<file path="src/rtl/apb_slave_if_if.sv">
// APB4 bus bundle between the system interconnect and the UART register-file front end.
interface apb_slave_if_if #(
  parameter int unsigned ADDR_W = 12
);
  logic              psel;
  logic              penable;
  logic              pwrite;
  logic [ADDR_W-1:0] paddr;
  logic [31:0]       pwdata;
  logic [3:0]        pstrb;
  logic              pready;
  logic [31:0]       prdata;
  logic              pslverr;

  modport master (
    output psel, penable, pwrite, paddr, pwdata, pstrb,
    input  pready, prdata, pslverr
  );

  modport slave (
    input  psel, penable, pwrite, paddr, pwdata, pstrb,
    output pready, prdata, pslverr
  );
endinterface

</file>
<file path="src/rtl/apb_slave_if.sv">
// APB4 slave front end for the UART register file: one outstanding transfer, single-cycle en_o strobe.
// Optional protocol checker and prot_err_o port enabled by defining APB_PROT_CHECK_EN.
module apb_slave_if #(
  parameter int unsigned ADDR_W      = 12,
  parameter int unsigned WAIT_STATES = 0,
  parameter logic [11:0] ADDR_LIMIT  = 12'h028
) (
  input  logic          clk,
  input  logic          reset,
  apb_slave_if_if.slave apb,
  output logic [11:0]   addr_o,
  output logic          wr_rd_o,
  output logic          en_o,
  output logic [31:0]   pwdata_o,
  output logic [3:0]    byte_strobe_o,
  input  logic [31:0]   rf_prdata_i,
  input  logic          rf_addr_err_i
`ifdef APB_PROT_CHECK_EN
  ,
  output logic          prot_err_o
`endif
);

  typedef enum logic [1:0] {
    ST_IDLE,
    ST_ISSUE,
    ST_WAIT,
    ST_DONE
  } state_e;

  state_e      state_q;
  logic [3:0]  cnt_q;
  logic        first_q;
  logic        lerr_q;
  logic        en_q;
  logic        wr_q;
  logic        pready_q;
  logic        err_q;
  logic [11:0] addr_q;
  logic [31:0] wdata_q;
  logic [31:0] rdata_q;
  logic [3:0]  strb_q;
  logic        lerr_d;
  logic        force_err;

  always_comb begin
    lerr_d = (apb.paddr[1:0] != 2'b00) || (apb.paddr >= ADDR_W'(ADDR_LIMIT));
  end

  always_ff @(posedge clk) begin
    if (reset) begin
      state_q  <= ST_IDLE;
      cnt_q    <= '0;
      first_q  <= 1'b0;
      lerr_q   <= 1'b0;
      en_q     <= 1'b0;
      wr_q     <= 1'b0;
      pready_q <= 1'b0;
      err_q    <= 1'b0;
      addr_q   <= '0;
      wdata_q  <= '0;
      rdata_q  <= '0;
      strb_q   <= '0;
    end else begin
      en_q <= 1'b0;
      unique case (state_q)
        ST_IDLE: begin
          if (apb.psel && !apb.penable) begin
            addr_q  <= apb.paddr[11:0];
            wr_q    <= apb.pwrite;
            wdata_q <= apb.pwdata;
            strb_q  <= apb.pwrite ? apb.pstrb : '0;
            lerr_q  <= lerr_d;
            en_q    <= !lerr_d;
            state_q <= ST_ISSUE;
          end
        end
        ST_ISSUE: begin
          if (!apb.psel) begin
            state_q <= ST_IDLE;
          end else begin
            cnt_q   <= 4'(WAIT_STATES);
            first_q <= 1'b1;
            state_q <= ST_WAIT;
          end
        end
        ST_WAIT: begin
          first_q <= 1'b0;
          if (!apb.psel) begin
            state_q <= ST_IDLE;
          end else begin
            // Register-file response is only valid on the first WAIT cycle.
            if (first_q) begin
              rdata_q <= (wr_q || lerr_q) ? '0 : rf_prdata_i;
              err_q   <= rf_addr_err_i || lerr_q;
            end
            if (cnt_q == '0) begin
              state_q  <= ST_DONE;
              pready_q <= 1'b1;
            end else begin
              cnt_q <= cnt_q - 4'd1;
            end
          end
        end
        ST_DONE: begin
          if (apb.psel && apb.penable) begin
            state_q  <= ST_IDLE;
            pready_q <= 1'b0;
          end
        end
      endcase
    end
  end

`ifdef APB_PROT_CHECK_EN
  logic [ADDR_W-1:0] paddr_cap_q;
  logic [3:0]        pstrb_cap_q;
  logic              prot_q;
  logic              viol_q;
  logic              mismatch;
  logic              pre_done;
  logic              viol_d;

  always_comb begin
    pre_done = (state_q == ST_ISSUE) || (state_q == ST_WAIT);
    mismatch = (apb.paddr != paddr_cap_q) || (apb.pwrite != wr_q) ||
               (apb.pwdata != wdata_q) || (apb.pstrb != pstrb_cap_q);
    viol_d   = ((state_q == ST_IDLE) && apb.psel && apb.penable) ||
               ((state_q != ST_IDLE) && apb.psel && mismatch) ||
               (pre_done && !apb.psel);
  end

  always_ff @(posedge clk) begin
    if (reset) begin
      paddr_cap_q <= '0;
      pstrb_cap_q <= '0;
      prot_q      <= 1'b0;
      viol_q      <= 1'b0;
    end else begin
      if ((state_q == ST_IDLE) && apb.psel && !apb.penable) begin
        paddr_cap_q <= apb.paddr;
        pstrb_cap_q <= apb.pstrb;
        viol_q      <= 1'b0;
      end else if (pre_done && apb.psel && mismatch) begin
        viol_q <= 1'b1;
      end
      if (viol_d) begin
        prot_q <= 1'b1;
      end
    end
  end

  assign prot_err_o = prot_q;
  assign force_err  = viol_q;
`else
  assign force_err  = 1'b0;
`endif

  assign apb.pready    = pready_q;
  assign apb.prdata    = pready_q ? rdata_q : '0;
  assign apb.pslverr   = pready_q & (err_q | force_err);
  assign addr_o        = addr_q;
  assign wr_rd_o       = wr_q;
  assign en_o          = en_q;
  assign pwdata_o      = wdata_q;
  assign byte_strobe_o = strb_q;

endmodule

</file>
<file path="src/flat_wrapper.sv">
// flat-port wrapper written by rule: the top's interface ports become plain ports
module apb_slave_if_flat 
#(
  parameter int unsigned ADDR_W      = 12,
  parameter int unsigned WAIT_STATES = 0,
  parameter logic [11:0] ADDR_LIMIT  = 12'h028
)
  (clk, reset, addr_o, wr_rd_o, en_o, pwdata_o, byte_strobe_o, rf_prdata_i, rf_addr_err_i, apb_psel, apb_penable, apb_pwrite, apb_paddr, apb_pwdata, apb_pstrb, apb_pready, apb_prdata, apb_pslverr);
  apb_slave_if_if #(.ADDR_W(ADDR_W)) apb_i ();
  input  logic clk;
  input  logic reset;
  output logic [11:0] addr_o;
  output logic wr_rd_o;
  output logic en_o;
  output logic [31:0] pwdata_o;
  output logic [3:0] byte_strobe_o;
  input  logic [31:0] rf_prdata_i;
  input  logic rf_addr_err_i;
  input wire logic [$bits(apb_i.psel)-1:0] apb_psel;
  input wire logic [$bits(apb_i.penable)-1:0] apb_penable;
  input wire logic [$bits(apb_i.pwrite)-1:0] apb_pwrite;
  input wire logic [$bits(apb_i.paddr)-1:0] apb_paddr;
  input wire logic [$bits(apb_i.pwdata)-1:0] apb_pwdata;
  input wire logic [$bits(apb_i.pstrb)-1:0] apb_pstrb;
  output wire logic [$bits(apb_i.pready)-1:0] apb_pready;
  output wire logic [$bits(apb_i.prdata)-1:0] apb_prdata;
  output wire logic [$bits(apb_i.pslverr)-1:0] apb_pslverr;
  assign apb_i.psel = apb_psel;
  assign apb_i.penable = apb_penable;
  assign apb_i.pwrite = apb_pwrite;
  assign apb_i.paddr = apb_paddr;
  assign apb_i.pwdata = apb_pwdata;
  assign apb_i.pstrb = apb_pstrb;
  assign apb_pready = apb_i.pready;
  assign apb_prdata = apb_i.prdata;
  assign apb_pslverr = apb_i.pslverr;
  apb_slave_if #(.ADDR_W(ADDR_W), .WAIT_STATES(WAIT_STATES), .ADDR_LIMIT(ADDR_LIMIT)) u_core (.clk(clk), .reset(reset), .apb(apb_i), .addr_o(addr_o), .wr_rd_o(wr_rd_o), .en_o(en_o), .pwdata_o(pwdata_o), .byte_strobe_o(byte_strobe_o), .rf_prdata_i(rf_prdata_i), .rf_addr_err_i(rf_addr_err_i));
endmodule
</file>
<file path="config.mk">
export PLATFORM = sky130hd
export DESIGN_NAME = apb_slave_if_flat
export DESIGN_NICKNAME = d
export VERILOG_FILES = /design/src/rtl/apb_slave_if_if.sv /design/src/rtl/apb_slave_if.sv /design/src/flat_wrapper.sv
export SDC_FILE = /design/constraint.sdc
export NUM_CORES = 1
export LEC_CHECK = 0
export CAP_MARGIN = 10
export CORE_AREA = 10 10 111 113
export CTS_CLUSTER_DIAMETER = 150
export DETAILED_ROUTE_END_ITERATION = 7
export DIE_AREA = 0 0 121 123
export PLACE_DENSITY = 0.72
export SLEW_MARGIN = 20
export SYNTH_ARGS = -nofsm -noshare
export SYNTH_HDL_FRONTEND = slang
export SYNTH_SLANG_ARGS = --single-unit
</file>
<file path="constraint.sdc">
create_clock -name clk -period 1.6 [get_ports clk]
set_clock_uncertainty 0.1 [all_clocks]
set_input_delay 0.32 -clock clk [delete_from_list [all_inputs] [get_ports clk]]
set_output_delay 0.32 -clock clk [all_outputs]
set_load 0.03 [all_outputs]
</file>
---- Word-level counts from Yosys, hierarchy flattened ----
Cells that the tools add are included.
word-level totals
  flip-flop bits (word level) ............. 92
  bits of input ports ..................... 86
  output and inout port bits .............. 84
  logic and storage cells ................. 65
operators by class
  add/sub/neg operators ................... 1
  magnitude comparators ................... 1
  equal/unequal tests ..................... 10
  mux-type cells .......................... 19
  bitwise gates (word level) .............. 3
  reduce and logical (&&, ||, !) cells .... 19
operators with widths
  cell                                                                                   count
  32-bit 2-to-1 mux                                                                      2
  4-bit 2-to-1 mux                                                                       4
  12-bit by 6-bit greater-or-equal comparator with 1-bit output (second input constant)  1
  2-bit 2-to-1 mux                                                                       5
  2-bit one-hot mux with 4 select lines                                                  1
  4-bit one-hot mux with 2 select lines                                                  1
  4-bit AND reduction                                                                    2
  2-bit by 1-bit != test with 1-bit output (second input constant)                       3
  2-bit != test (second input constant)                                                  3
  3-bit AND reduction                                                                    2
  2-bit nonzero test                                                                     3
  2-bit == test (second input constant)                                                  2
  4-bit zero test                                                                        1
  1-bit 2-to-1 mux                                                                       4
  1-bit one-hot mux with 2 select lines                                                  2
  2-bit AND reduction                                                                    2
  4-bit by 1-bit subtractor with 4-bit output (second input constant)                    1
  1-bit logical OR                                                                       3
  3-bit by 2-bit != test with 1-bit output (second input constant)                       1
  3-bit OR reduction                                                                     1
  2-bit by 1-bit == test with 1-bit output (second input constant)                       1
  1-bit logical AND                                                                      2
  1-bit zero test                                                                        2
  2-bit zero test                                                                        1
  2 further kinds                                                                        3

---- Longest topological paths before layout ----
Gate-level depths: netlist (run 1).
  depth after elaboration ................. 4
  depth in mapped cells ................... 6
  mapped depth without buffers ............ 5

---- Least setup slack after synthesis (run 1) ----
No wires, ideal clock.
  path type ............................... reg-to-reg
  from .................................... register u_core.state_q[0]
  to ...................................... register u_core.wr_q (netlist: u_core.wr_rd_o)
  library setup time ...................... 0.132 ns
  data arrival time ....................... 1.329 ns
  data required time ...................... 1.368 ns
  slack ................................... 0.039 ns
  cell stages (with the launch flop) ...... 7
  path buffers ............................ 3
  period minus slack after synthesis ...... 1.561 ns
  path through ............................ dfxtp_1 buf_2 or4b_1 buf_2 buf_2 nand2_1 a21oi_1
between the ends
  cells in the longest elaborated chain, start to end .. 2
RTL lines
  element                               RTL line            source
  start: declaration                    apb_slave_if.sv:31  state_e state_q;
  start signal: assignment              apb_slave_if.sv:52  state_q <= ST_IDLE;
  start signal: assignment              apb_slave_if.sv:75  state_q <= ST_ISSUE;
  start signal: assignment              apb_slave_if.sv:80  state_q <= ST_IDLE;
  2-bit zero test                       apb_slave_if.sv:66  unique case (state_q)
  2-bit AND reduction (no source line)  n/a
  end signal: assignment                apb_slave_if.sv:70  wr_q <= apb.pwrite;
  end: declaration                      apb_slave_if.sv:36  logic wr_q;
Every way passes these cells.
A chain may end at the register's enable or synchronous reset.

---- Worst setup path in the final report (run 1) ----
  from .................................... register u_core.pready_q (netlist: u_core.apb.pready)
  to ...................................... output apb_prdata[3]
between the ends
  cells in the longest elaborated chain, start to end .. 1
RTL lines
  element                   RTL line             source
  start: declaration        apb_slave_if.sv:37   logic pready_q;
  start signal: assignment  apb_slave_if.sv:58   pready_q <= 1'b0;
  start signal: assignment  apb_slave_if.sv:99   pready_q <= 1'b1;
  start signal: assignment  apb_slave_if.sv:108  pready_q <= 1'b0;
  32-bit 2-to-1 mux         apb_slave_if.sv:160  assign apb.prdata = pready_q ? rdata_q : '0;
  end: declaration          flat_wrapper.sv:26   output wire logic [$bits(apb_i.prdata)-1:0] apb_prdata;
Every way passes these cells.

==> results of run 1 <==
layer usage:
metal  vias to the layer above  routed length [um]  GRT usage
li1                       1871                   -          -
met1                      1706                5160      0.178
met2                       144                5510      0.245
met3                        13                1420     0.0811
met4                         0                 197     0.0505
met5                         -                   0          0
where the power goes:
group	leakage [nW]	internal (mW)	switching, mW	total, mW
Combinational	1.51	0.351	0.368	0.718
Clock	0.113	0.923	0.823	1.75
Sequential	0.748	2.35	0.0347	2.38
Total	2.38	3.62	1.23	4.85
repair_timing:
action | 4_1_cts | 5_1_grt
buffers inserted | 1 | 2
cloned | 0 | 2
pin swaps | 3 | 5
gates resized for setup | 87 | 46
setup endpoints to repair | 137 | 82
worst max-delay path: cells and delay by family (launching register included):
family	cells	cell delay, ns
DFF	1	0.40
and+or+nand+nor	1	0.15
buffers and inverters	2	0.31
worst paths after layout:
check                          from                 to  slack [ns]  cells past startpoint
setup / recovery  u_core.apb.pready      apb_prdata[3]       -0.04                      3
hold / removal                reset  u_core.apb.pready        0.18                      2
setup reg to reg    u_core.cnt_q[0]    u_core.cnt_q[3]           0                      3
hold reg to reg   u_core.rdata_q[0]  u_core.rdata_q[0]        0.35                      2
metrics by stage:
stage                util  hold WS (ns)
floorplan               -         0.327
global placement    0.543         0.334
detailed placement  0.543         0.339
CTS                 0.573         0.165
global route        0.589         0.193
finish              0.589         0.184
sequential cells by signal, indices dropped and copies added (netlist names):
register	cells
u_core.lerr_q	1
u_core.byte_strobe_o	4
u_core.pwdata_o	32
u_core.state_q	2
u_core.err_q	1
u_core.rdata_q	32
u_core.en_o	1
u_core.apb.pready	1
u_core.addr_o	12
u_core.cnt_q	4
u_core.wr_rd_o	1
u_core.first_q	1
final cells by class:
type,instances,area [um2]
clock inverter,6,86.3
inverter,4,15.0
fill,917,4170
sequential,92,1850
timing repair buffer,193,1990
clock buffer,10,138
multi-input combinational,329,1720
tap,136,170
cells in the mapped netlist:
| library cell | instances | share of area |
|---|---|---|
| o31ai_1 | 1 | 0.0021 |
| inv_1 | 4 | 0.0041 |
| a2bb2oi_1 | 1 | 0.0024 |
| and2_1 | 33 | 0.057 |
| nor4_1 | 2 | 0.0034 |
| nor2_1 | 4 | 0.0041 |
| buf_4 | 1 | 0.0021 |
| nand2b_1 | 2 | 0.0034 |
| clkbuf_1 | 22 | 0.023 |
| nor3_2 | 1 | 0.0027 |
| xnor2_1 | 1 | 0.0024 |
| nand3b_1 | 2 | 0.0041 |
| o211ai_1 | 2 | 0.0041 |
| nand2_1 | 130 | 0.13 |
| nand4b_1 | 1 | 0.0024 |
| nand4_1 | 1 | 0.0017 |
| buf_6 | 1 | 0.0031 |
| or4b_1 | 2 | 0.0055 |
| and4b_1 | 1 | 0.0027 |
| o21ai_0 | 3 | 0.0041 |
| ha_1 | 2 | 0.0069 |
| nor4b_2 | 1 | 0.0041 |
| nor3_1 | 2 | 0.0027 |
| a31oi_1 | 2 | 0.0034 |
| o21bai_1 | 1 | 0.0021 |
| a21oi_1 | 89 | 0.12 |
| nor3b_1 | 2 | 0.0041 |
| dfxtp_1 | 92 | 0.50 |
| nand3_1 | 37 | 0.051 |
| or4_1 | 4 | 0.0082 |
| nor4bb_1 | 1 | 0.0027 |
| buf_2 | 14 | 0.019 |
| o21a_1 | 1 | 0.0021 |
cells by family (layout without fill, tap and decap cells):
family                   after synthesis  in the layout
adder cells (fa/ha/maj)                2              2
flip-flops                            92             92
XOR/XNOR                               1              1
buffers and inverters                 42            213
AO/OA/AOI/OAI                        100            100
AND/OR/NAND/NOR                      226            226
==> flow_summary.ini, run 1 <==
[routing]
viasPerCell = 4.85
first_pass_iters = 4
drtAntennaViolNets = 0
wl_per_cell_um = 15.9
drt_drc_violations_left = 0
vias = 3734
wl_um = 12300
drt_iter0_drc = 260

[place]
post-place-cells = 749
place_congestion = 0.813
port_buffers = 169
postPlaceCellArea_um2 = 5500
hpwl_um = 8720
pre_cts_ws_ns = -0.567

[sta]
slew_viol_final = 0
fmax_mhz = 609
fin_crit_ns = 1.64
setup_viol = 33
worst_slew_pin_slew_ns = 0.374
rsz0062_at_grt = yes
setup_tns_ns = -0.753
slew_headroom = 0.747
worst_slack_ns = -0.0415
report.final.hold_viol_count = 0
period_share = 1.03

[worst_setup_path]
slowest_stage = dfxtp_4
critPathMaxStageDelay_ns = 0.40
crit_chain = clkbuf_16 > and2_1 > buf_6
crit_fanout = 17
start_kind = register
critPathKind = reg -> out
cp-end-kind = output port
cp.required_ns = 1.18
cp.arrival_ns = 1.22

[status]
violations = negative setup slack
outcome = complete, but fails checks

[layout]
final_cell_mix = nand2_1 (130), dfxtp_1 (90), a21oi_1 (83), clkdlybuf4s50_1 (83), dlygate4sd2_1 (42)
drive_gt1_frac = 0.178
fin_nets = 717
area_growth_pct = 63.4
final_common_cell = nand2_1
n_antenna_cell = 0
final_cells = 770
final_cell_area_um2 = 5970

[global_route]
grt_pass1_vias = 3727
grt_pass1_wl_um = 19000
grt_start_max_net_pins = 36
globalRouteTotalUtil = 0.155
antenna_found_initial = 0
grt-ovfl-total = 0

[logic_synthesis]
synth-seq-cells = 92
avgSynthCellArea_um2 = 7.89
syn_inst = 463
synth.distinct_cells = 33
syn_area_um2 = 3650
yosysWarnings = 0
synth-compound-area-share = 0.142
yosys.area_share.simple = 0.293
synth_top_family_by_area = simple AND/OR/NAND/NOR gates
ys_seq_area_frac = 0.504
post_synth_mux_area_share = 0
synthAdderAreaFrac = 0.00685
syn-num-nets = 551
synth_xor_area_frac = 0.00240

[floorplan]
pin_count = 170
fp-row-count = 37
die_h_um = 123
core_area_um2 = 10100
start_util = 0.360
dieArea_um2 = 14900
die_w_um = 121

[power_and_ir_drop]
p_total_mw = 4.85
ir_drop_mv = 0.462
power.leakage_nw = 2.38
powerDensity_nw_per_um2 = 813

[clock_tree]
clock-root-buffer = clkbuf_8
postCtsHoldBufs = 0
cts.clk_slew.worst_paths_ns = 0.09
clock_insertion_delay_worst_skew_ns = 0.35
numCtsBuffers = 9
clock_sinks = 92
htreeDepth = 3
cts_tree = yes
clock_path_buffers = 2

[job]
drv_cap = 0

[min_path]
holdCritPathClass = in -> reg
No activity file was read; power rests on OpenSTA's default activity.
==> inputs of run 2 (changes only) <==
- RECOVER_POWER: not set -> 25
==> run 2 against run 1 <==
- die area unchanged
- total power down 0.17%
- clock-buffer cell count unchanged
- largest cell class unchanged
- the flow still finishes with violations (negative setup slack)
- non-clock buffer count unchanged
- sequential power about the same
- flip-flop and latch count unchanged
- final cell count unchanged
- core utilization down 0.33 points
- combinational power down 1%
- routed wire length about the same
- design area down 0.57%
==> flow_summary.ini, run 2 (synthesis gave the netlist of run 1 again) <==
[sta]
worst_slack_ns = -0.0453
fin_crit_ns = 1.65
rsz0062_at_grt = yes
slew_viol_final = 0
fmax_mhz = 608
period_share = 1.03
report.final.hold_viol_count = 0
slew_headroom = 0.745
worst_slew_pin_slew_ns = 0.378
setup_viol = 46

[worst_setup_path]
slowest_stage = dfxtp_4
cp.arrival_ns = 1.23
critical_path.reg2reg.endpoint = u_core.cnt_q[3]
ff2ff_path_depth = 5
crit_fanout = 17
worstReg2RegStart = u_core.cnt_q[0]
rrSetupSlack_ns = -0.01
critPathKind = reg -> out
crit_chain = clkbuf_16 > and2_1 > buf_6
cp-end-kind = output port
critPathMaxStageDelay_ns = 0.40
start_kind = register
cp.required_ns = 1.18

[clock_tree]
clock_sinks = 92
clock_insertion_delay_worst_skew_ns = 0.36
cts_tree = yes
clock-root-buffer = clkbuf_8
clock_path_buffers = 2
postCtsHoldBufs = 0
numCtsBuffers = 9
cts.clk_slew.worst_paths_ns = 0.10
htreeDepth = 3

[global_route]
grt_util_met1 = 0.178
grt_pass1_vias = 3727
globalRouteTotalUtil = 0.155
antenna_found_initial = 0
grt_start_max_net_pins = 36
met2_usage = 0.245
top_usage_layer = met2
grt-ovfl-total = 0
grt_pass1_wl_um = 19000
grt_util_met3 = 0.0811

[floorplan]
fp-row-count = 37
core_area_um2 = 10100
start_util = 0.360
die_h_um = 123
die_w_um = 121
dieArea_um2 = 14900
pin_count = 170

[routing]
wl_per_cell_um = 15.9
wl_um = 12300
drt_iter0_drc = 250
first_pass_iters = 4
vias = 3745
viasPerCell = 4.86
drt_drc_violations_left = 0
drtAntennaViolNets = 0

[layout]
fin_nets = 717
final_cell_mix = nand2_1 (130), dfxtp_1 (90), a21oi_1 (83), clkdlybuf4s50_1 (83), dlygate4sd2_1 (42)
final_cell_area_um2 = 5930
drive_gt1_frac = 0.174
final_common_cell = nand2_1
n_antenna_cell = 0
area_growth_pct = 62.5

[status]
outcome = complete, but fails checks
violations = negative setup slack

[power_and_ir_drop]
p_total_mw = 4.84
seqPwrFrac = 0.492
ir_drop_mv = 0.462
p_sw_mw = 1.23
p_int_mw = 3.62
switching_share = 0.253
power.leakage_nw = 2.38
pwr-share-comb = 0.147
clkPwrFrac = 0.361
powerDensity_nw_per_um2 = 816

[min_path]
holdCritPathClass = in -> reg
holdCritStartpoint = reset
min_path_cells = 2
hold_end = u_core.apb.pready

[place]
hpwl_um = 8720
postPlaceCellArea_um2 = 5500
place_congestion = 0.813
port_buffers = 169

[job]
drv_cap = 0
## run 2: cell count changes in the layout (fill, tap and decap cells not counted), moves of 2 or more
| cell | previous run | this run |
|---|---|---|
| buf_6 | 32 | 34 |
| buf_12 | 9 | 6 |
| clkbuf_4 | 0 | 3 |
| buf_4 | 15 | 10 |
## run 2: power by group through the flow
| stage | combinational [mW] | sequential (mW) | clock, mW |
|---|---|---|---|
| final | 0.710 | 2.38 | 1.75 |
| after CTS | 0.700 | 2.39 | 1.81 |
| after global routing | 0.765 | 2.39 | 1.92 |
| after global placement | 0.722 | 2.44 | 0 |
| after detailed placement | 0.731 | 2.44 | 0 |
| after floorplan | 0.197 | 2.55 | 0 |
## run 2: cell type report
class,count,area (um2)
inverters,4,15.0
fillers,922,4210
clock inverters,6,86.3
flip-flops and latches,92,1850
repair buffers,193,1960
well taps,136,170
clock buffers,10,138
multi-input cells,329,1720
## run 2: worst max-delay path: cells and delay by family (launching register included)
| family | cells | cell delay [ns] |
|---|---|---|
| simple gates | 1 | 0.15 |
| buf+inv | 2 | 0.31 |
| flops | 1 | 0.40 |
## run 2: worst max path at each step
stage | startpoint | endpoint | slack, ns | depth (start not counted)
5_1_grt | u_core.apb.pready | apb_prdata[23] | -0.09 | 3
3_3_place_gp | apb_psel | u_core.pwdata_o[22] | -0.55 | 5
3_5_place_dp | apb_psel | u_core.pwdata_o[24] | -0.57 | 5
6_report | u_core.apb.pready | apb_prdata[3] | -0.05 | 3
4_1_cts | u_core.apb.pready | apb_prdata[20] | -0.06 | 3
2_1_floorplan | u_core.state_q[0] | u_core.wr_rd_o | 0.04 | 6
## run 2: per-layer routing
metal | up-vias | share of wire | wire, um
met4 | 0 | 0.016 | 201
met1 | 1719 | 0.42 | 5160
met2 | 138 | 0.45 | 5510
met5 | - | 0 | 0
li1 | 1873 | - | -
met3 | 15 | 0.11 | 1390
## run 2: per-stage QoR
stage / setup TNS, ns / hold WS (ns) / util / worst slack (ns) / std cells
after CTS: -1.26 / 0.165 / 0.573 / -0.0575 / 766
after global routing: -5.31 / 0.193 / 0.585 / -0.0912 / 770
final: -0.938 / 0.182 / 0.585 / -0.0453 / 770
after global placement: -35.89 / 0.334 / 0.543 / -0.545 / 749
after floorplan: 0 / 0.327 / - / 0.0386 / 463
after detailed placement: -37.39 / 0.339 / 0.543 / -0.567 / 749
## run 2: timing repair
item / CTS / global route
gates cloned: 0 / 2
endpoints found under the setup margin: 137 / 82
pin swaps: 3 / 5
setup buffers: 1 / 2
resized for setup: 87 / 46
==> inputs of run 3 (changes only) <==
- CTS_BUF_LIST: not set -> sky130_fd_sc_hd__clkbuf_16
- REMOVE_ABC_BUFFERS: not set -> 1
==> run 3 against run 2 <==
- the flow still finishes with violations (negative setup slack)
- highest routed layer unchanged
- core utilization grew 0.91 points
- sequential share of layout area shrank 0.44 points
- global-route usage is essentially flat
- flip-flop and latch count is the same
- design area grew 1.6%
- combinational power grew 1%
- routed wire length shrank 2.5%
==> flow_summary.ini, run 3 (synthesis gave the netlist of run 1 again) <==
[layout]
area_growth_pct = 65.0
n_antenna_cell = 0
final_cell_mix = nand2_1 (130), dfxtp_1 (88), a21oi_1 (86)
multiInputGateArea_um2 = 1690
final_common_cell = nand2_1
regArea_um2 = 1850
fillers = 897
fin_nets = 719
final_cell_area_um2 = 6030
final_cells = 772
drive_gt1_frac = 0.167

[clock_tree]
clock-root-buffer = clkbuf_16
clock_path_buffers = 2
htreeDepth = 3
clock_insertion_delay_worst_skew_ns = 0.33
cts.clk_slew.worst_paths_ns = 0.06
clock_sinks = 92
numCtsBuffers = 9
postCtsHoldBufs = 0
cts_tree = yes

[worst_setup_path]
cp.required_ns = 1.18
cp.arrival_ns = 1.19
cp-end-kind = output port
critPathKind = reg -> out
crit_fanout = 17
start_kind = register

[power_and_ir_drop]
seqPwrFrac = 0.458
clkPwrFrac = 0.404
ir_drop_mv = 0.525
powerDensity_nw_per_um2 = 865
power.leakage_nw = 2.45
p_int_mw = 3.93
p_sw_mw = 1.29
switching_share = 0.247
pwr-share-comb = 0.138

[floorplan]
die_h_um = 123
pin_count = 170
fp-row-count = 37
die_w_um = 121
dieArea_um2 = 14900
core_area_um2 = 10100
start_util = 0.360

[global_route]
met2_usage = 0.239
grt_start_max_net_pins = 37
grt-ovfl-total = 0
grt_pass1_vias = 3757
grt_util_met1 = 0.189
top_usage_layer = met2
antenna_found_initial = 0
globalRouteTotalUtil = 0.155
grt_util_met3 = 0.0720
grt_pass1_wl_um = 19000

[sta]
worst_slew_pin_slew_ns = 0.455
setup_tns_ns = -0.0213
rsz0062_at_grt = yes
worst_slack_ns = -0.0119
fin_crit_ns = 1.61
slew_headroom = 0.697
period_share = 1.01
setup_viol = 4
fmax_mhz = 620
slew_viol_final = 0
report.final.hold_viol_count = 0

[routing]
viasPerCell = 4.93
wl_um = 12000
drt_drc_violations_left = 0
drtAntennaViolNets = 0
first_pass_iters = 4
wl_per_cell_um = 15.5
vias = 3805
drt_iter0_drc = 242

[status]
outcome = complete, but fails checks
violations = negative setup slack

[job]
drv_cap = 0

[place]
port_buffers = 169
pre_cts_ws_ns = -0.575
place_congestion = 0.829
postPlaceCellArea_um2 = 5560
post-place-cells = 755
hpwl_um = 8700

[min_path]
holdCritPathClass = in -> reg
run 3: changes by cell type in the layout (fill, tap and decap cells not counted), sizes merged:
cell	previous run	this run
dlygate4sd2	42	51
clkdlybuf4s15	7	0
buf	54	58
clkbuf	16	12
inv	5	7
bufinv	2	1
clkdlybuf4s50	83	82
run 3: worst max-delay path, cell delays in order, from the launching register on:
cell and delay, ns:
dfxtp_4 0.41, buf_12 0.15, and2_1 0.17, buf_6 0.14
run 3: final timing paths:
kind	from	to	slack, ns	depth (start not counted)
hold / removal	reset	u_core.first_q	0.33	2
setup reg to reg	u_core.cnt_q[0]	u_core.cnt_q[3]	0	3
hold reg to reg	u_core.rdata_q[10]	u_core.rdata_q[10]	0.35	2
setup / recovery	u_core.apb.pready	apb_prdata[31]	-0.01	3
run 3: power by group through the flow:
| stage | registers, mW | clock network [mW] | logic [mW] |
|---|---|---|---|
| floorplan | 2.55 | 0 | 0.141 |
| global placement | 2.44 | 0 | 0.740 |
| finish | 2.39 | 2.11 | 0.720 |
| CTS | 2.38 | 2.18 | 0.720 |
| detailed placement | 2.44 | 0 | 0.747 |
| global route | 2.39 | 2.28 | 0.777 |
run 3: per-layer routing:
metal	routed length (um)	up-vias
li1	-	1886
met1	5190	1765
met2	5370	144
met3	1250	10
met4	134	0
met5	0	-
run 3: cell type report:
cell class | instances | share of cell area
Tap cell | 136 | 0.0282
Clock buffer | 9 | 0.0374
Multi-Input combinational cell | 329 | 0.280
Timing Repair Buffer | 195 | 0.333
Sequential cell | 92 | 0.307
Clock inverter | 7 | 0.0120
Inverter | 4 | 0.00249
run 3: stage by stage:
stage | utilization | power, mW | hold WS, ns
after floorplan | - | 2.69 | 0.289
final | 0.594 | 5.21 | 0.331
after global placement | 0.549 | 3.18 | 0.334
after global routing | 0.594 | 5.45 | 0.359
after detailed placement | 0.549 | 3.19 | 0.340
after CTS | 0.585 | 5.28 | 0.310
run 3: repair_timing:
item | 4_1_cts | 5_1_grt
buffers inserted | 0 | 0
gates cloned | 1 | 0
endpoints found under the setup margin | 137 | 55
hold endpoints to repair | 0 | 0
pin swaps | 0 | 4
gates resized for setup | 83 | 39
